## src/rtl/cpu7_ifu_fcl_if.sv

```systemverilog
// Fetch-control handshake bundle for the cpu7 IFU.
//
// Groups every non-clock/reset signal of cpu7_ifu_fcl:
//   inputs to the FCL : inst_addr_ok, inst_valid_f (instruction memory),
//                       br_taken, exu_ifu_except, exu_ifu_ertn_e,
//                       exu_ifu_stall_req (EXU)
//   outputs of the FCL: inst_req, inst_cancel (instruction memory),
//                       fcl_fdp_npc_sel_l, fcl_fdp_pcf_en, fcl_fdp_ibuf_we,
//                       fcl_fdp_ibuf_sel, fcl_fdp_valid_f (fdp datapath),
//                       kill_f (redirect indication),
//                       fcl_state (debug view of the FCL state register)
//
// Handshake: a fetch request is accepted in a cycle where inst_req=1 and
// inst_addr_ok=1. Each accepted request returns exactly one inst_valid_f
// pulse, at least one cycle later, even when it was cancelled.
//
// Modports: slave = the FCL itself, master = the environment driving it.
interface cpu7_ifu_fcl_if;
  logic       inst_addr_ok;
  logic       inst_valid_f;
  logic       br_taken;
  logic       exu_ifu_except;
  logic       exu_ifu_ertn_e;
  logic       exu_ifu_stall_req;
  logic       inst_req;
  logic       inst_cancel;
  logic [5:0] fcl_fdp_npc_sel_l;
  logic       fcl_fdp_pcf_en;
  logic       fcl_fdp_ibuf_we;
  logic       fcl_fdp_ibuf_sel;
  logic       fcl_fdp_valid_f;
  logic       kill_f;
  logic [2:0] fcl_state;

  modport slave (
    input  inst_addr_ok, inst_valid_f, br_taken, exu_ifu_except,
           exu_ifu_ertn_e, exu_ifu_stall_req,
    output inst_req, inst_cancel, fcl_fdp_npc_sel_l, fcl_fdp_pcf_en,
           fcl_fdp_ibuf_we, fcl_fdp_ibuf_sel, fcl_fdp_valid_f, kill_f,
           fcl_state
  );

  modport master (
    output inst_addr_ok, inst_valid_f, br_taken, exu_ifu_except,
           exu_ifu_ertn_e, exu_ifu_stall_req,
    input  inst_req, inst_cancel, fcl_fdp_npc_sel_l, fcl_fdp_pcf_en,
           fcl_fdp_ibuf_we, fcl_fdp_ibuf_sel, fcl_fdp_valid_f, kill_f,
           fcl_state
  );
endinterface

```

## src/rtl/cpu7_ifu_fcl.sv

```systemverilog
// cpu7_ifu_fcl: fetch control logic for the cpu7 IFU.
//
// Sequences the fetch datapath: issues/cancels instruction-memory requests,
// drives the one-hot-low next-PC select and PC load enable, discards the
// single stale response left behind by a redirect, and steers the one-entry
// hold buffer used while the EXU is stalled.
//
// Ports:
//   clock  - core clock
//   resetn - asynchronous active-low reset (forces IDLE)
//   fcl    - cpu7_ifu_fcl_if.slave, see the interface file for members
//
// All outputs are combinational from the state register and current inputs.
// The state register is the only flop.
module cpu7_ifu_fcl (
  input  logic          clock,
  input  logic          resetn,
  cpu7_ifu_fcl_if.slave fcl
);

  typedef enum logic [2:0] {
    S_IDLE = 3'd0,
    S_REQ  = 3'd1,
    S_WAIT = 3'd2,
    S_HOLD = 3'd3,
    S_DROP = 3'd4
  } state_t;

  // one-hot-low next-PC selects
  localparam logic [5:0] SEL_INIT = 6'b111110;
  localparam logic [5:0] SEL_HOLD = 6'b111101;
  localparam logic [5:0] SEL_PC4  = 6'b111011;
  localparam logic [5:0] SEL_BR   = 6'b110111;
  localparam logic [5:0] SEL_EENT = 6'b101111;
  localparam logic [5:0] SEL_ERA  = 6'b011111;

  state_t     state;
  state_t     state_nxt;
  logic       redirect;
  logic [5:0] redir_sel;
  logic       req_int;

  assign redirect = fcl.exu_ifu_except | fcl.exu_ifu_ertn_e | fcl.br_taken;

  // Priority: except > ertn > br.
  always_comb begin
    if (fcl.exu_ifu_except)      redir_sel = SEL_EENT;
    else if (fcl.exu_ifu_ertn_e) redir_sel = SEL_ERA;
    else                         redir_sel = SEL_BR;
  end

  assign fcl.inst_req  = req_int;
  assign fcl.fcl_state = state;

  always_comb begin
    state_nxt             = state;
    req_int               = 1'b0;
    fcl.inst_cancel       = 1'b0;
    fcl.kill_f            = 1'b0;
    fcl.fcl_fdp_npc_sel_l = SEL_HOLD;
    fcl.fcl_fdp_pcf_en    = 1'b0;
    fcl.fcl_fdp_ibuf_we   = 1'b0;
    fcl.fcl_fdp_ibuf_sel  = 1'b0;
    fcl.fcl_fdp_valid_f   = 1'b0;

    // A redirect outside IDLE always kills, cancels and reloads the PC;
    // the per-state code below only decides the next state.
    if (redirect && state != S_IDLE) begin
      fcl.inst_cancel       = 1'b1;
      fcl.kill_f            = 1'b1;
      fcl.fcl_fdp_pcf_en    = 1'b1;
      fcl.fcl_fdp_npc_sel_l = redir_sel;
    end

    unique case (state)
      S_IDLE: begin
        fcl.fcl_fdp_npc_sel_l = SEL_INIT;
        fcl.fcl_fdp_pcf_en    = 1'b1;
        state_nxt             = S_REQ;
      end
      S_REQ: begin
        req_int = ~fcl.exu_ifu_stall_req;
        // A request accepted in the same cycle as the cancel still
        // returns one response, which DROP has to swallow.
        if (redirect)
          state_nxt = (req_int && fcl.inst_addr_ok) ? S_DROP : S_REQ;
        else if (req_int && fcl.inst_addr_ok)
          state_nxt = S_WAIT;
      end
      S_WAIT: begin
        if (redirect) begin
          state_nxt = fcl.inst_valid_f ? S_REQ : S_DROP;
        end else if (fcl.inst_valid_f && !fcl.exu_ifu_stall_req) begin
          fcl.fcl_fdp_valid_f   = 1'b1;
          fcl.fcl_fdp_npc_sel_l = SEL_PC4;
          fcl.fcl_fdp_pcf_en    = 1'b1;
          state_nxt             = S_REQ;
        end else if (fcl.inst_valid_f) begin
          fcl.fcl_fdp_ibuf_we = 1'b1;
          state_nxt           = S_HOLD;
        end
      end
      S_HOLD: begin
        fcl.fcl_fdp_ibuf_sel = 1'b1;
        if (redirect) begin
          state_nxt = S_REQ;
        end else begin
          fcl.fcl_fdp_valid_f = ~fcl.exu_ifu_stall_req;
          if (!fcl.exu_ifu_stall_req) begin
            fcl.fcl_fdp_npc_sel_l = SEL_PC4;
            fcl.fcl_fdp_pcf_en    = 1'b1;
            state_nxt             = S_REQ;
          end
        end
      end
      S_DROP: begin
        // Only the stale response ends DROP; redirects just move the PC.
        if (fcl.inst_valid_f) state_nxt = S_REQ;
      end
      default: state_nxt = S_IDLE;
    endcase
  end

  always_ff @(posedge clock or negedge resetn) begin
    if (!resetn) state <= S_IDLE;
    else         state <= state_nxt;
  end

endmodule

```

## src/flat_wrapper.sv

```systemverilog
// flat-port wrapper written by rule: the top's interface ports become plain ports
module cpu7_ifu_fcl_flat 
  (clock, resetn, fcl_inst_addr_ok, fcl_inst_valid_f, fcl_br_taken, fcl_exu_ifu_except, fcl_exu_ifu_ertn_e, fcl_exu_ifu_stall_req, fcl_inst_req, fcl_inst_cancel, fcl_fcl_fdp_npc_sel_l, fcl_fcl_fdp_pcf_en, fcl_fcl_fdp_ibuf_we, fcl_fcl_fdp_ibuf_sel, fcl_fcl_fdp_valid_f, fcl_kill_f, fcl_fcl_state);
  cpu7_ifu_fcl_if fcl_i ();
  input  logic clock;
  input  logic resetn;
  input wire logic [$bits(fcl_i.inst_addr_ok)-1:0] fcl_inst_addr_ok;
  input wire logic [$bits(fcl_i.inst_valid_f)-1:0] fcl_inst_valid_f;
  input wire logic [$bits(fcl_i.br_taken)-1:0] fcl_br_taken;
  input wire logic [$bits(fcl_i.exu_ifu_except)-1:0] fcl_exu_ifu_except;
  input wire logic [$bits(fcl_i.exu_ifu_ertn_e)-1:0] fcl_exu_ifu_ertn_e;
  input wire logic [$bits(fcl_i.exu_ifu_stall_req)-1:0] fcl_exu_ifu_stall_req;
  output wire logic [$bits(fcl_i.inst_req)-1:0] fcl_inst_req;
  output wire logic [$bits(fcl_i.inst_cancel)-1:0] fcl_inst_cancel;
  output wire logic [$bits(fcl_i.fcl_fdp_npc_sel_l)-1:0] fcl_fcl_fdp_npc_sel_l;
  output wire logic [$bits(fcl_i.fcl_fdp_pcf_en)-1:0] fcl_fcl_fdp_pcf_en;
  output wire logic [$bits(fcl_i.fcl_fdp_ibuf_we)-1:0] fcl_fcl_fdp_ibuf_we;
  output wire logic [$bits(fcl_i.fcl_fdp_ibuf_sel)-1:0] fcl_fcl_fdp_ibuf_sel;
  output wire logic [$bits(fcl_i.fcl_fdp_valid_f)-1:0] fcl_fcl_fdp_valid_f;
  output wire logic [$bits(fcl_i.kill_f)-1:0] fcl_kill_f;
  output wire logic [$bits(fcl_i.fcl_state)-1:0] fcl_fcl_state;
  assign fcl_i.inst_addr_ok = fcl_inst_addr_ok;
  assign fcl_i.inst_valid_f = fcl_inst_valid_f;
  assign fcl_i.br_taken = fcl_br_taken;
  assign fcl_i.exu_ifu_except = fcl_exu_ifu_except;
  assign fcl_i.exu_ifu_ertn_e = fcl_exu_ifu_ertn_e;
  assign fcl_i.exu_ifu_stall_req = fcl_exu_ifu_stall_req;
  assign fcl_inst_req = fcl_i.inst_req;
  assign fcl_inst_cancel = fcl_i.inst_cancel;
  assign fcl_fcl_fdp_npc_sel_l = fcl_i.fcl_fdp_npc_sel_l;
  assign fcl_fcl_fdp_pcf_en = fcl_i.fcl_fdp_pcf_en;
  assign fcl_fcl_fdp_ibuf_we = fcl_i.fcl_fdp_ibuf_we;
  assign fcl_fcl_fdp_ibuf_sel = fcl_i.fcl_fdp_ibuf_sel;
  assign fcl_fcl_fdp_valid_f = fcl_i.fcl_fdp_valid_f;
  assign fcl_kill_f = fcl_i.kill_f;
  assign fcl_fcl_state = fcl_i.fcl_state;
  cpu7_ifu_fcl u_core (.clock(clock), .resetn(resetn), .fcl(fcl_i));
endmodule
```

## config.mk

```make
export PLATFORM = sky130hd
export DESIGN_NAME = cpu7_ifu_fcl_flat
export DESIGN_NICKNAME = d
export VERILOG_FILES = /design/src/rtl/cpu7_ifu_fcl_if.sv /design/src/rtl/cpu7_ifu_fcl.sv /design/src/flat_wrapper.sv
export SDC_FILE = /design/constraint.sdc
export NUM_CORES = 1
export LEC_CHECK = 0
export CAP_MARGIN = 10
export CORE_AREA = 3 3 40 42
export DETAILED_ROUTE_END_ITERATION = 10
export DIE_AREA = 0 0 43 45
export PLACE_DENSITY = 0.74
export SETUP_SLACK_MARGIN = 0.3
export SYNTH_ARGS = -nofsm -noshare
export SYNTH_HDL_FRONTEND = slang
export SYNTH_SLANG_ARGS = --single-unit
export TNS_END_PERCENT = 1
```

## constraint.sdc

```tcl
create_clock -name clock -period 2 [get_ports clock]
set_input_delay 0.4 -clock clock [delete_from_list [all_inputs] [get_ports clock]]
set_output_delay 0.4 -clock clock [all_outputs]
set_load 0.03 [all_outputs]
```

* After elaboration in Yosys (flattened, before gate mapping) *
Index checks and enable logic that the tools add are counted.

operators by class
  equality and inequality tests = 8
  divide/modulo/power cells = 0
  multiplexer cells = 35
  reduce and logical (&&, ||, !) cells = 7
  order comparisons = 0
  bitwise gates (word level) = 3
  multiply operators = 0
  shifts and indexed selects = 0
  add/subtract/negate cells = 0

operators with widths
  cell                  count
  $mux W6               7
  $mux W3               10
  $pmux W6 S3           1
  $pmux W3 S5           1
  $mux W1               14
  $eq A3 B2 Y1 const B  2
  $ne A4 B2 Y1 const B  1
  $reduce_and A4 Y1     1
  $eq A3 B1 Y1 const B  1
  $eq A3 B3 Y1 const B  1
  $logic_and A1 B1 Y1   3
  $logic_not A3 Y1      1
  $ne A3 B1 Y1 const B  1
  $ne A3 B2 Y1 const B  1
  $pmux W1 S3           1
  $reduce_bool A3 Y1    1
  $ne A2 B2 Y1 const B  1
  $or A1 B1 Y1          2
  $pmux W1 S2           1
  $logic_not A1 Y1      1
  $not A1 Y1            1

word-level totals
  memories = 0
  memory bits (read-only) = 0
  memory bits (writable) = 0
  register bits after elaboration = 3
  output and inout bits = 16
  latch bits = 0

* Longest topological paths before layout *
  depth in word-level cells = 7
  gate-level depth with buffers = 6

* Worst setup path after synthesis *
Ideal clock, no wire load.

  path type = register to output
  start point = register u_core.state[1], in the netlist u_core.fcl.fcl_state[1]
  end point = output fcl_fcl_fdp_npc_sel_l[1]
  cell stages (with the launch flop) = 6
  required time = 1.600 ns
  buffers on the path = 3
  slack = -0.462 ns
  data arrival time = 2.062 ns
  cells stage by stage = dfrtp_1 buf_4 clkbuf_1 a21oi_1 o21ai_0 buf_4

on the way
  word-level cells in the longest chain between the ends = 6

ends and longest elaborated chain
  what                               RTL line                                 source
  start: declaration                 cpu7_ifu_fcl.sv:37                       state_t state;
  start signal: assignment           cpu7_ifu_fcl.sv:126                      else state <= state_nxt;
  $reduce_bool A3 Y1                 cpu7_ifu_fcl.sv:68                       if (redirect && state != S_IDLE) begin
  $logic_and A1 B1 Y1                cpu7_ifu_fcl.sv:68
  $mux W6                            cpu7_ifu_fcl.sv:68
  $mux W6, on equally long branches  cpu7_ifu_fcl.sv:109, cpu7_ifu_fcl.sv:93
  $mux W6, on equally long branches  cpu7_ifu_fcl.sv:105, cpu7_ifu_fcl.sv:91
  $pmux W6 S3 *                      cpu7_ifu_fcl.sv:75                       unique case (state)
  end: declaration                   flat_wrapper.sv:15                       output wire logic [$bits(fcl_i.fcl_fdp_npc_sel_l)-1:0] fcl_fcl_fdp_npc_sel_l;

Mark *: on every way between the ends. The rest lies on a longest branch, timed or not.

* Final worst setup path *
  start point = input fcl_exu_ifu_except
  end point = output fcl_fcl_fdp_ibuf_we

on the way
  word-level cells in the longest chain between the ends = 4

ends and longest elaborated chain
  what                       RTL line            source
  start: declaration         flat_wrapper.sv:10  input wire logic [$bits(fcl_i.exu_ifu_except)-1:0] fcl_exu_ifu_except;
  $or A1 B1 Y1 (2 in a row)  cpu7_ifu_fcl.sv:43  assign redirect = fcl.exu_ifu_except | fcl.exu_ifu_ertn_e | fcl.br_taken;
  $mux W1                    cpu7_ifu_fcl.sv:91  if (redirect) begin
  $mux W1                    cpu7_ifu_fcl.sv:75
  end: declaration           flat_wrapper.sv:17  output wire logic [$bits(fcl_i.fcl_fdp_ibuf_we)-1:0] fcl_fcl_fdp_ibuf_we;

Every way passes these cells.

==> metrics.md <==
| Metric | Value |
|---|---|
| Met1 Usage GRT | `0.1505` |
| Final #Nets | `100` |
| Static leakage power | `0.3778 nW` |
| GRT met3 Usage | `0.01594` |
| # fillers | `between 100 and 150` |
| Worst-skew pair later-pin latency | `0.24 ns` |
| Mapped Cells | `between 50 and 60` |
| DRT Wirelength | `~1.3 mm` |
| Routed wire length per instance | `12.49 um` |
| Origin of the worst setup path | `fcl_exu_ifu_except` |
| Post-route minimum period | `1.926 ns` |
| Setup TNS | `0 ns` |
| Clk slew on worst S/H paths | `0.04 ns` |
| Gr busiest metal | `met2` |
| Top post-synthesis cells by count | `8 x nor2_1, 6 x nand2_1, 4 x a21oi_1, 4 x inv_1` |
| Worst-Margin Slew | `0.3105 ns` |
| Vias/cell | `between 4 and 5` |
| Remaining antenna violation count after routing | `0` |
| MaxCap Viol Count | `0` |
| Post-synth EDFFs | `0` |
| PnR worst setup slack | `0.07412 ns` |
| Design Area, Final | `about 780 um^2` |
| Synth cell types | `25` |
| Crit path DAT | `1.53 ns` |
| Row count | `13` |
| Clock sinks | `3` |
| Max VDD drop | `0.4159 mV` |
| Crit Reg-Reg Startpoint | `u_core.fcl.fcl_state[2]` |
| Ports | `24` |
| Req. time, crit path | `1.60 ns` |
| F_max | `0.5192 GHz` |
| Final Util | `0.6037` |
| Max reg flops | `3` |
| Setup violators final | `0` |
| Tot Pwr | `about 0.61 mW` |
| DR vias | `520` |
| Power Density | `783.4 nW/um^2` |
| Max Root-Sink Buffers | `2` |
| Sequential-to-total area share from yosys stat | `0.2120` |
| Die width | `43 um` |
| Slew Viols, Final | `0` |
| Worst hold margin | `0.3423 ns` |
| GPL Wtd Cong | `between 0.8 and 0.9` |
| Die Height | `45 um` |
| Area Overhead vs Synth | `119.1%` |
| DRC viols | `0` |
| Number of global-route vias before repair | `between 500 and 600` |
| Critical-path maximum fanout | `2` |
| Yosys warns | `0` |
| Unrepaired setup endpoints after global routing | `true` |
| Diode count | `0` |
| Met2 usage | `0.3174` |
| Tot GR Track Use | `0.1536` |
| Largest net degree at the start of global routing | `18` |
| Async S/R FF share, synth | `1.000` |
| Final Cycle Share | `0.9629` |
| Initial antenna violation count | `0` |
| Congestion Overflow GR | `0` |
| Final Hold Fails | `0` |
| Syn avg cell area | `6.943 um^2` |
| Critical path class | `in -> out` |
| Post-synth design cell area | `about 350 um^2` |
| H-tree Lvls | `1` |
| Starting DRT DRC Count | `17` |
| TritonCTS clock tree | `done` |
| Placed Cells | `98` |
| Post-DP Area | `just under 700 um^2` |
| Layout Cells excl Fill | `106` |
| Synth Register Bits | `3` |
| Setup WS pre-CTS | `-0.4480 ns` |
| Post-synth top flop | `dfrtp_1` |
| Critical Path Start Type | `input port` |
| Largest cells by area after synthesis | `dfrtp_1 21%, nor2_1 8.5%, buf_4 6.4%` |
| Synthesized net count | `59` |
| Share of cells above drive strength 1 | `0.5714` |
| Die ar. | `1935 um^2` |
| Clk_skew | `around 0.0038 ns` |
| Initial Util | `0.2756` |
| Hpwl dp | `1.015 mm` |
| First-pass GRT wire length | `2.214 mm` |
| CTS Buf Count | `3` |
| Largest area contributor in the netlist | `dfrtp_1` |
| Core ar. | `1285 um^2` |
| Max transition margin | `0.7938` |
| 1st-pass router iterations | `4` |
| Top-area cell type share of the netlist area | `0.2120` |
| Worst hold path type | `in -> async` |
| Critical path endpoint category | `output port` |
| Status | `finished, final reports clean` |
| Number of buffers added on ports | `23` |
| Root Buffer | `clkbuf_4` |
| Most frequent cell after synthesis | `nor2_1` |
-- metal layers --
layer	vias up	wire (um)
met5	-	0
met4	0	17
met3	2	73
met2	18	750
met1	246	483
li1	254	-
-- critical path: stages --
cell and delay, ns:
buf_6 0.09, or3_4 0.39, nor2_4 0.10, buf_6 0.11
nand2_4 0.05, nor4b_4 0.21, buf_6 0.16
-- final cells by class --
type	instances	area, um^2	area share
Clock buffer	4	26.28	0.03387
Inverter	4	15.01	0.01935
Multi-Input combinational cell	39	285.3	0.3677
Sequential cell	3	78.83	0.1016
Tap cell	15	18.77	0.02419
Timing Repair Buffer	41	351.6	0.4532
-- power by group --
| group | leakage [nW] | switching [mW] | total (mW) | internal, mW |
|---|---|---|---|---|
| combinational | 0.329 | 0.232 | 0.393 | 0.161 |
| sequential | 0.0340 | 0.0298 | 0.105 | 0.0751 |
| clock | 0.0150 | 0.0344 | 0.109 | 0.0750 |
-- final timing paths --
check | to | slack [ns] | depth (start not counted)
min reg2reg | u_core.fcl.fcl_state[1] | 0.70 | 2
max | fcl_fcl_fdp_ibuf_we | 0.07 | 7
max reg2reg | u_core.fcl.fcl_state[0] | 0.59 | 6
min | u_core.fcl.fcl_state[2] | 0.34 | 1
max in group asynchronous | u_core.fcl.fcl_state[0] | 1.50 | 1
min in group clock | u_core.fcl.fcl_state[0] | 0.70 | 5
-- repair_timing --
action                                  4_1_cts  5_1_grt
buffers inserted                              3        1
pin swaps                                     5        3
endpoints found under the setup margin       17       13
resized for setup                            44        1
hold buffers                                  0        0
-- logic make-up (layout without fill, tap and decap cells) --
group / Yosys count / after routing / share of synthesized area
simple gates: 27 / 27 / 0.4347
compound gates: 12 / 12 / 0.2226
buf+inv: 9 / 49 / 0.1307
flops: 3 / 3 / 0.2120
-- cells in the final DEF, fill, tap and decap left out, types with 2 or more instances in the layout --
master	synthesis	layout
dlygate4sd2_1	0	8
inv_1	4	2
buf_2	1	2
nor2_1	8	5
nand2_1	6	4
clkdlybuf4s50_1	0	2
nor3_1	2	2
a21oi_1	4	4
buf_6	0	9
dfrtp_2	0	3
nor2_2	0	2
buf_4	3	20
o21ai_0	3	2
nor2_4	1	2
inv_2	0	2
clkbuf_4	0	3
No activity file was read; power rests on OpenSTA's default activity.
==> patch (same settings) <==
Make the reset (`resetn`) synchronous in one clocked block. Comments in the files are not updated.
--- a/src/rtl/cpu7_ifu_fcl.sv
+++ b/src/rtl/cpu7_ifu_fcl.sv
@@ -123,3 +123,3 @@
 
-  always_ff @(posedge clock or negedge resetn) begin
+  always_ff @(posedge clock) begin
     if (!resetn) state <= S_IDLE;
Function: differs if resetn is asserted again (counterexample within 4 cycles, from zero or initial values and one cycle with resetn low); with resetn held inactive, the same outputs for 10 cycles.
==> patch against the original RTL <==
Area after synthesis rose by 1.1%; fmax rose by 0.20%; sequential cell count did not move; routed wire length fell by 14%; setup slack improved by 3.8 ps; design area fell by 9.2%; register-to-register slack got worse by 20 ps; sequential share of layout area fell by 1.5 points; count of clock-buffer cells in the layout did not move; worst hold slack improved by 290 ps; utilization fell by 5.6 points.
Power is not compared: it rests on default switching activity, and its combinational part moved more than twofold at a synthesized area within 25%.
==> patch: results (changes against the original RTL) <==
Post-synthesis sequential area ratio: 0.1678 (-0.04418)
Gpl congestion: 0.8945 (+5.3%)
WHS: 635.7 ps (+293.4 ps)
Nets: 96 (-4.0%)
Switching part of the total: 0.3861
Syn_nets: 60 (+1.7%)
Max reg flops: 3 (unchanged)
Placed Area: 659.4 um2 (-4.9%)
Slew margin rel.: 0.7895 (-0.004278)
Number of port buffers: 23 (unchanged)
Synth top cells by count: nand2_1, nor2_1, nor3_1
CP peak stage delay: 280 ps (-110 ps)
Detailed Routing Iterations Pass 1: 4 (unchanged)
Routed vias: 487 (-6.3%)
Worst min-delay path class: reg2reg
Worst hold endpoint: u_core.fcl.fcl_state[1]$_SDFFE_PN0P_
CTS Buf Count: 3 (unchanged)
Synth Flop Type: dfxtp_1
Fillers: 138 (+12%)
Clk_lat worst skew: 230 ps
Mean post-synth cell area: 6.882 um2 (-0.88%)
Critical path origin: fcl_br_taken
Mean number of vias per cell: 4.775 (-2.7%)
Critical Path AT: 1520 ps
Clk pwr share: 0.307
Ranking of synthesized cells by area: dfxtp_1, nand2_1, nor2_1
First-pass GRT wire length: 1.787 mm (-19%)
Top delay family on crit path: buffers and inverters
CTS clk-pin slew, worst paths: 40 ps (about the same)
Initial DRC count: 5 (-12)
Worst R2R Start: u_core.fcl.fcl_state[2]$_SDFFE_PN0P_
Worst r2r dst: u_core.fcl.fcl_state[0]$_SDFFE_PN0P_
Critical path fanouts, max: 3 (+1)
# diodes: 0 (unchanged)
Layout overhead on the synthesized area: 96.85%
GR Util All Layers: 0.1239 (-0.02973)
Hpwl dp: 895.8 um (-12%)
Final Power: 346.0 uW
Antenna violations before repair: 0 (unchanged)
Compound-gate portion of the synthesized area: 0.2028 (-0.01982)
Async S/R FF share, synth: 0 (-1.000)
Setup WS pre-CTS: -411.0 ps (+37.04 ps)
R2R cell count: 6 (unchanged)
Overflow after GRT: 0 (unchanged)
Cell depth of the worst hold path: 2
Multiplexer share of the synthesized area: 0 (unchanged)
Layout cells sized above 1: 0.4483 (-0.1232)
CTS Buffer Depth: 2 (unchanged)
CP max-delay cell: dlygate4sd2_1
Post-synthesis adder-cell area fraction: 0 (unchanged)
Cell variety after synth: 26 (+4.0%)
Pin count of the biggest net entering global routing: 8 (-10)
Outcome: finished clean
Reg2reg setup slack: 570 ps (-20 ps)
Setup ws final: 77.93 ps (+3.811 ps)
Vias in the first global route: 474 (-7.2%)
Drt total wl: 1.144 mm (-14%)
Clk_skew: 3.043 ps (-0.7691 ps)
patch: cell count changes in the layout (fill, tap and decap cells not counted), moves of 3 or more:
cell and change:
nor3_2 +3, dfrtp_2 -3, nand2_1 +3, buf_6 -7, nand2b_1 +3, clkdlybuf4s50_1 +3
patch: timing repair:
action / CTS / global route
buffers inserted: 2 / 0
setup endpoints to repair: 15 / 16
resized for setup: 20 / 11
pin swaps: 1 / 2
endpoints found under the hold margin: 0 / 0
patch: cell type report:
type,count,share of cell area
inverter,2,0.01066
tap,15,0.02664
clock buffer,4,0.03730
sequential,3,0.08703
timing repair buffer,35,0.4156
multi-input combinational,43,0.4227
patch: per-layer routing:
| layer | wire length [um] | vias to the layer above | track usage |
|---|---|---|---|
| li1 | - | 254 | - |
| met1 | 501 | 218 | 0.1367 |
| met2 | 573 | 13 | 0.1916 |
| met3 | 62 | 2 | 0.03586 |
| met4 | 7 | 0 | 0.1145 |
| met5 | 0 | - | 0 |
